<file path="config.mk">
export PLATFORM = sky130hd
export DESIGN_NAME = display_scan_driver
export DESIGN_NICKNAME = d
export VERILOG_FILES = /design/src/rtl/display_scan_driver.sv
export SDC_FILE = /design/constraint.sdc
export NUM_CORES = 1
export LEC_CHECK = 0
export CAP_MARGIN = 5
export CELL_PAD_IN_SITES_DETAIL_PLACEMENT = 1
export CELL_PAD_IN_SITES_GLOBAL_PLACEMENT = 1
export CORE_ASPECT_RATIO = 0.6
export CORE_MARGIN = 2
export CORE_UTILIZATION = 23
export DETAILED_ROUTE_END_ITERATION = 10
export PLACE_DENSITY_LB_ADDON = 0.1
export SLEW_MARGIN = 0
export SYNTH_ARGS = -nofsm -noshare
export SYNTH_HDL_FRONTEND = slang
export SYNTH_SLANG_ARGS = --single-unit
</file>
<file path="constraint.sdc">
create_clock -name Clk -period 2.55 [get_ports Clk]
set_input_delay 0.51 -clock Clk [delete_from_list [all_inputs] [get_ports Clk]]
set_output_delay 0.51 -clock Clk [all_outputs]
set_load 0.005 [all_outputs]
</file>
<file path="src/rtl/display_scan_driver.sv">
// Four-digit multiplexed 7-segment scan driver: double-buffered value, frame-synchronous
// updates, inter-digit blanking and leading-zero suppression. All outputs are registered.
module display_scan_driver #(
  parameter int REFRESH_DIV  = 50000,
  parameter int BLANK_CYCLES = 500
) (
  input  logic        Clk,
  input  logic        Rst_n,
  input  logic [15:0] Value,
  input  logic [3:0]  Dp_In,
  input  logic        Load,
  input  logic        Blank_Lead,
  input  logic [3:0]  Digit_En,
  output logic [3:0]  Nibble,
  output logic [3:0]  An,
  output logic        Dp,
  output logic [1:0]  Digit_Idx,
  output logic        Frame_Tick
);

  localparam int CW = $clog2(REFRESH_DIV);
  localparam logic [CW-1:0] CNT_LAST    = CW'(REFRESH_DIV - 1);
  localparam logic [CW-1:0] BLANK_START = CW'(BLANK_CYCLES);

  logic [CW-1:0] cnt_reg, cnt_next;
  logic [1:0]    idx_reg, idx_next;
  logic [15:0]   pend_val_reg, pend_val_next;
  logic [3:0]    pend_dp_reg, pend_dp_next;
  logic          pend_v_reg, pend_v_next;
  logic [15:0]   disp_val_reg, disp_val_next;
  logic [3:0]    disp_dp_reg, disp_dp_next;
  logic [3:0]    nibble_reg, nibble_next;
  logic [3:0]    an_reg, an_next;
  logic          dp_reg, dp_next;
  logic          tick_reg, tick_next;

  logic          terminal;
  logic          boundary;
  logic          digit_on;
  logic [3:1]    nib_zero;
  logic [3:1]    lead_zero;
  logic [3:0]    supp;

  // Scan timing and double buffer
  always_comb begin
    terminal      = (cnt_reg == CNT_LAST);
    boundary      = terminal && (idx_reg == 2'd0);
    cnt_next      = terminal ? '0 : cnt_reg + 1'b1;
    idx_next      = terminal ? idx_reg - 2'd1 : idx_reg;
    pend_val_next = Load ? Value : pend_val_reg;
    pend_dp_next  = Load ? Dp_In : pend_dp_reg;
    pend_v_next   = boundary ? 1'b0 : (Load ? 1'b1 : pend_v_reg);
    disp_val_next = disp_val_reg;
    disp_dp_next  = disp_dp_reg;
    // A load landing on the boundary bypasses the pending buffer so the newest value wins
    if (boundary && Load) begin
      disp_val_next = Value;
      disp_dp_next  = Dp_In;
    end else if (boundary && pend_v_reg) begin
      disp_val_next = pend_val_reg;
      disp_dp_next  = pend_dp_reg;
    end
  end

  // A digit is a leading zero only if it and every digit to its left are zero
  generate
    for (genvar gi = 1; gi < 4; gi++) begin : g_supp
      assign nib_zero[gi]  = (disp_val_next[gi*4 +: 4] == 4'h0);
      assign lead_zero[gi] = &nib_zero[3:gi];
      assign supp[gi]      = Blank_Lead && lead_zero[gi] && !disp_dp_next[gi];
    end
  endgenerate
  assign supp[0] = 1'b0;

  // Outputs are precomputed from next-state values so they line up with cnt/Digit_Idx
  always_comb begin
    digit_on    = (cnt_next >= BLANK_START) && Digit_En[idx_next] && !supp[idx_next];
    an_next     = digit_on ? ~(4'b0001 << idx_next) : 4'b1111;
    dp_next     = digit_on ? ~disp_dp_next[idx_next] : 1'b1;
    nibble_next = disp_val_next[{idx_next, 2'b00} +: 4];
    tick_next   = boundary;
  end

  always_ff @(posedge Clk or negedge Rst_n) begin
    if (!Rst_n) begin
      cnt_reg      <= '0;
      idx_reg      <= 2'd3;
      pend_val_reg <= '0;
      pend_dp_reg  <= '0;
      pend_v_reg   <= 1'b0;
      disp_val_reg <= '0;
      disp_dp_reg  <= '0;
      nibble_reg   <= '0;
      an_reg       <= 4'b1111;
      dp_reg       <= 1'b1;
      tick_reg     <= 1'b0;
    end else begin
      cnt_reg      <= cnt_next;
      idx_reg      <= idx_next;
      pend_val_reg <= pend_val_next;
      pend_dp_reg  <= pend_dp_next;
      pend_v_reg   <= pend_v_next;
      disp_val_reg <= disp_val_next;
      disp_dp_reg  <= disp_dp_next;
      nibble_reg   <= nibble_next;
      an_reg       <= an_next;
      dp_reg       <= dp_next;
      tick_reg     <= tick_next;
    end
  end

  assign Nibble     = nibble_reg;
  assign An         = an_reg;
  assign Dp         = dp_reg;
  assign Digit_Idx  = idx_reg;
  assign Frame_Tick = tick_reg;

endmodule

</file>
=== Yosys cells after proc, flatten, opt, wreduce, memory -nomap -nowiden ===
Index checks and enable logic that the tools add are counted.

* Bits in registers: 69
* Input port bits: 28
* Word-level logic and storage cells: 58

* Add/subtract/negate cells: 2
* $lt $le $gt $ge: 2
* Eq/ne operators: 1
* Shifts and indexed selects: 2
* Multiplexer cells: 16
* Bitwise logic cells: 2
* Reduce and logical (&&, ||, !) cells: 22

{| class="wikitable"
|+ Operators by type and width
! operator !! number
|-
| $mux W16 || 3
|-
| $add A16 B1 Y16 const B || 1
|-
| $eq A16 B16 Y1 const B || 1
|-
| $ge A16 B9 Y1 const B || 1
|-
| $shiftx A16 B5 Y4 || 1
|-
| $logic_not A4 Y1 || 3
|-
| $mux W4 || 3
|-
| $logic_and A1 B1 Y1 || 11
|-
| $bmux W1 S2 || 3
|-
| $mux W1 || 6
|-
| $logic_not A1 Y1 || 4
|-
| $not A4 Y4 || 1
|-
| $shl A1 B2 Y4 const A || 1
|-
| $lt A2 B3 Y1 const B || 1
|-
| $reduce_and A3 Y1 || 1
|-
| $logic_not A2 Y1 || 1
|-
| $mux W2 || 1
|-
| $reduce_and A2 Y1 || 1
|-
| $reduce_bool A2 Y1 || 1
|-
| $sub A2 B1 Y2 const B || 1
|-
| $not A1 Y1 || 1
|}

=== Longest topological paths before layout ===
* Depth in word-level cells: 14
* Mapped depth: 12
* Mapped depth without buffers: 11

=== Worst setup path after synthesis ===
Ideal clock, no wire load.

* Path type: reg-to-reg
* Start point: register cnt_reg[0]
* End point: register an_reg[2], in the netlist An[2]
* Setup time: 95 ps
* Arrival: 2581 ps
* Setup slack: -125 ps
* Cell stages (with the launch flop): 12
* Path buffers: 2
* Path through: dfrtp_1 -> ha_1 -> buf_2 -> nand4_1 -> or2_2 -> clkbuf_1 -> nor3_1 -> or3_1 -> a22oi_1 -> o211ai_1 -> o31ai_1 -> or4b_1

* Longest elaborated chain between the ends: 14

{| class="wikitable"
|+ Ends and longest elaborated chain
! item !! RTL line !! RTL
|-
| from (decl) || 25 || <nowiki>logic [CW-1:0] cnt_reg, cnt_next;</nowiki>
|-
| from (signal assigned) || 98 || <nowiki>cnt_reg <= cnt_next;</nowiki>
|-
| parallel branches: the longest is 13 deep, another holds $add A16 B1 Y16 || - ||
|-
| $mux W4 (*) || 78 || <nowiki>an_next = digit_on ? ~(4'b0001 << idx_next) : 4'b1111;</nowiki>
|-
| net an_next[2] || 33 || <nowiki>logic [3:0] an_reg, an_next;</nowiki>
|-
| to (signal assigned) || 106 || <nowiki>an_reg <= an_next;</nowiki>
|-
| to (decl) || 33 ||
|}

Mark *: on every way through the listed nets, which the timed path passes. The select of a mux whose other input is x is not followed.
A chain may end at the register's enable or synchronous reset.

=== Final worst setup path ===
* Start point: register cnt_reg[11]
* End point: register an_reg[2], in the netlist An[2]

Same word-level chain as after synthesis.

==> reports/metrics.cfg <==
[synth]
ys_ff_latch=69
synth_nets=388
synth-adder-area-share_pct=0.7018
ys.flop_type=dfrtp_1
yosys.area_share.simple_pct=19.51
synth_top_area_share_pct=43.51
synth-compound-area-share_pct=14.81
synthTopCellsByCount=62 x dfrtp_1, 27 x a21oi_1, 26 x nand3_1, 26 x nor2_1, 19 x mux2_2
synth_xor_xnor_area_share_pct=4.175
synth.most_common_cell=dfrtp_1
avgSynthCellArea_um2=9.961
async_reset_ff_share_pct=100.0
ys_types=53
synth_area_leaders=dfrtp_1 44%, mux2_2 6.0%, dfstp_2 5.2%
yosysTopAreaCell=dfrtp_1
synthMuxAreaShare_pct=7.228
yosysSeqAreaShare_pct=48.67
syn_area_mm2=0.003566
synth_edf_count=0
yosysWarningCount=0
syn_inst=358
synth_top_family_by_area=simple AND/OR/NAND/NOR gates

[sta]
drv_slew=0
hold_viol=0
finalSetupViolCount=4
rsz0062_at_grt=true
worst_pin_slew_ns=0.4932
layout_min_cycle_time_ns=2.670
fin_skew_ns=0.01014
fin_crit_sh_pct=104.7
timing.final.ws_setup_ns=-0.1198
fmax_ghz=0.3746
hold_ws_ns=0.1405
relSlewSlack_pct=67.12

[outcome]
violations=negative setup slack
status=finished, violations left

[global_route]
overflow=0
antenna_found_initial=1
grt_max_degree=43
grt_pass1_wl_um=19440
grt_pass1_vias=3293
grt_usage_pct=15.65

[clocking]
cts_tree=built
clock-root-buffer=clkbuf_16
holdBufCountCts=0
ctsHtreeMaxLevel=3
cts.clk_slew.worst_paths_ns=0.06
cts_buffers=9
clkLatencyLatePin_ns=0.34
clock_sinks=69
clk_path_buf_depth=2

[floorplan]
coreArea_mm2=0.01524
io-pin-count=40
die_w_um=164.8
dieArea_mm2=0.01655
start_util_pct=23.40
die_y_um=100.5
rows=35

[worst_setup_path]
cp_top_family=simple AND/OR/NAND/NOR gates
worstSetupStartpoint=cnt_reg[11]$_DFF_PN0_
regToRegSetupSlack_ns=-0.12
crit_required_ns=2.81
r2r_start=cnt_reg[11]$_DFF_PN0_
slowest_stage=or4b_1
cpPeakStageDelay_ns=0.48
setup.worst_path.end_class=flip-flop
worstPathCellList=or3_4, and4bb_4, and2b_4, xnor2_4, mux2_4, a22oi_2, o31ai_4, or4b_1
cp_max_fo=5
crit_type=flip-flop to flip-flop
cp-start-kind=flip-flop
r2r_end=An[2]$_DFF_PN1_
reg2reg_depth=8
arrival_ns=2.93
worst-path-buf-inv=0

[cells_and_area]
seqCellArea_mm2=0.001735
area_delta_synth_final_pct=47.26
multi_input_area_mm2=0.001790
n_antenna_cell=0
fin_nets=493
drive_gt1_share_pct=33.33
utilization_pct=34.46
fillers=1747

[placement]
pre_cts_ws_ns=-0.3060
port_buffers=39
globalplace.congestion=0.7479
dp_hpwl_um=9024

[power]
irDropWorstVdd_v=0.0002592
power_density_mw_per_mm2=537.3
p_leak_nw=2.154
power.total_mw=2.821

[routing]
viasPerCell=4.756
vias=3191
routed_wirelength_um=12350
post_drt_wl_per_cell_um=18.40
drtIter0Drc=156
detail-route-antenna-nets=0
drt_pre_antenna_iters=4
drc=0

[min_path]
hp-class=primary input to async pin

[flow_run]
max-cap-violations=0

==> worst max-delay path by stage <==
stage | cells past startpoint | slack [ns] | to
2_1_floorplan | 9 | -0.07 | An[2]$_DFF_PN1_
3_3_place_gp | 9 | -0.24 | An[2]$_DFF_PN1_
3_5_place_dp | 10 | -0.31 | An[2]$_DFF_PN1_
4_1_cts | 8 | -0.1 | An[2]$_DFF_PN1_
5_1_grt | 10 | -0.23 | An[2]$_DFF_PN1_
6_report | 8 | -0.12 | An[2]$_DFF_PN1_
==> layout make-up <==
type                    count  share of cell area, %
multi-input cells         246                  34.10
inverters                  17                  1.215
repair buffers            120                  20.63
well taps                 203                  4.837
flip-flops and latches     69                  33.05
clock buffers               9                  4.289
clock inverters             7                  1.882
==> report_power, final <==
| group | switching, mW | internal [mW] |
|---|---|---|
| registers | 0.0376 | 1.16 |
| logic | 0.112 | 0.133 |
| clock network | 0.522 | 0.862 |
| total | 0.672 | 2.15 |
==> cell families (layout without fill, tap and decap cells) <==
logic type,Yosys count,count (layout)
buffers and inverters,43,153
multiplexers,22,22
flip-flops,69,69
adder cells (fa/ha/maj),2,2
XOR/XNOR,17,17
AND/OR/NAND/NOR,129,129
AO/OA/AOI/OAI,76,76
==> placed cells by master, fill, tap and decap left out, types with 3 or more instances in the layout <==
cell	n
a21oi_1	25
a221o_1	9
a221oi_1	4
a221oi_2	4
a22oi_1	3
and3_1	4
buf_12	3
buf_4	70
buf_6	6
clkbuf_16	10
clkdlybuf4s50_1	37
dfrtp_1	62
dfstp_2	7
inv_1	15
mux2_2	19
nand2_1	12
nand2b_1	18
nand3_1	26
nand4_1	16
nor2_1	24
nor2b_1	3
nor3_1	4
o21ai_0	5
xnor2_1	4
xor2_1	12
==> through the flow <==
stage               setup TNS (ns)  std cells  instance area, µm²
CTS                        -0.2978        663                5092
global route               -0.8216        671                5251
finish                     -0.2308        671                5251
detailed placement         -0.9684        643                4658
floorplan                  -0.1653        358                3595
global placement           -0.6673        643                4658
==> repair_timing <==
action | 4_1_cts | 5_1_grt
buffers inserted | 4 | 7
gates resized for setup | 14 | 24
pin swaps | 7 | 9
gates cloned | 0 | 1
endpoints found under the setup margin | 6 | 8
==> worst register-to-register path, cell delays in order, from the launching register on <==
cell and delay (ns):
dfrtp_1 0.37, or3_4 0.38, and4bb_4 0.38, and2b_4 0.22, xnor2_4 0.14, mux2_4 0.32
a22oi_2 0.20, o31ai_4 0.09, or4b_1 0.48
==> metal layers <==
metal,share of wire (%),vias to the layer above,wire length (µm),track usage [%]
met2,39,60,4780,20.44
met1,57,1608,6991,25.70
met5,0.11,-,13,0
li1,-,1512,-,-
met4,0.66,2,82,3.211
met3,3.9,9,478,3.167
Power figures use the tool's default switching activity.
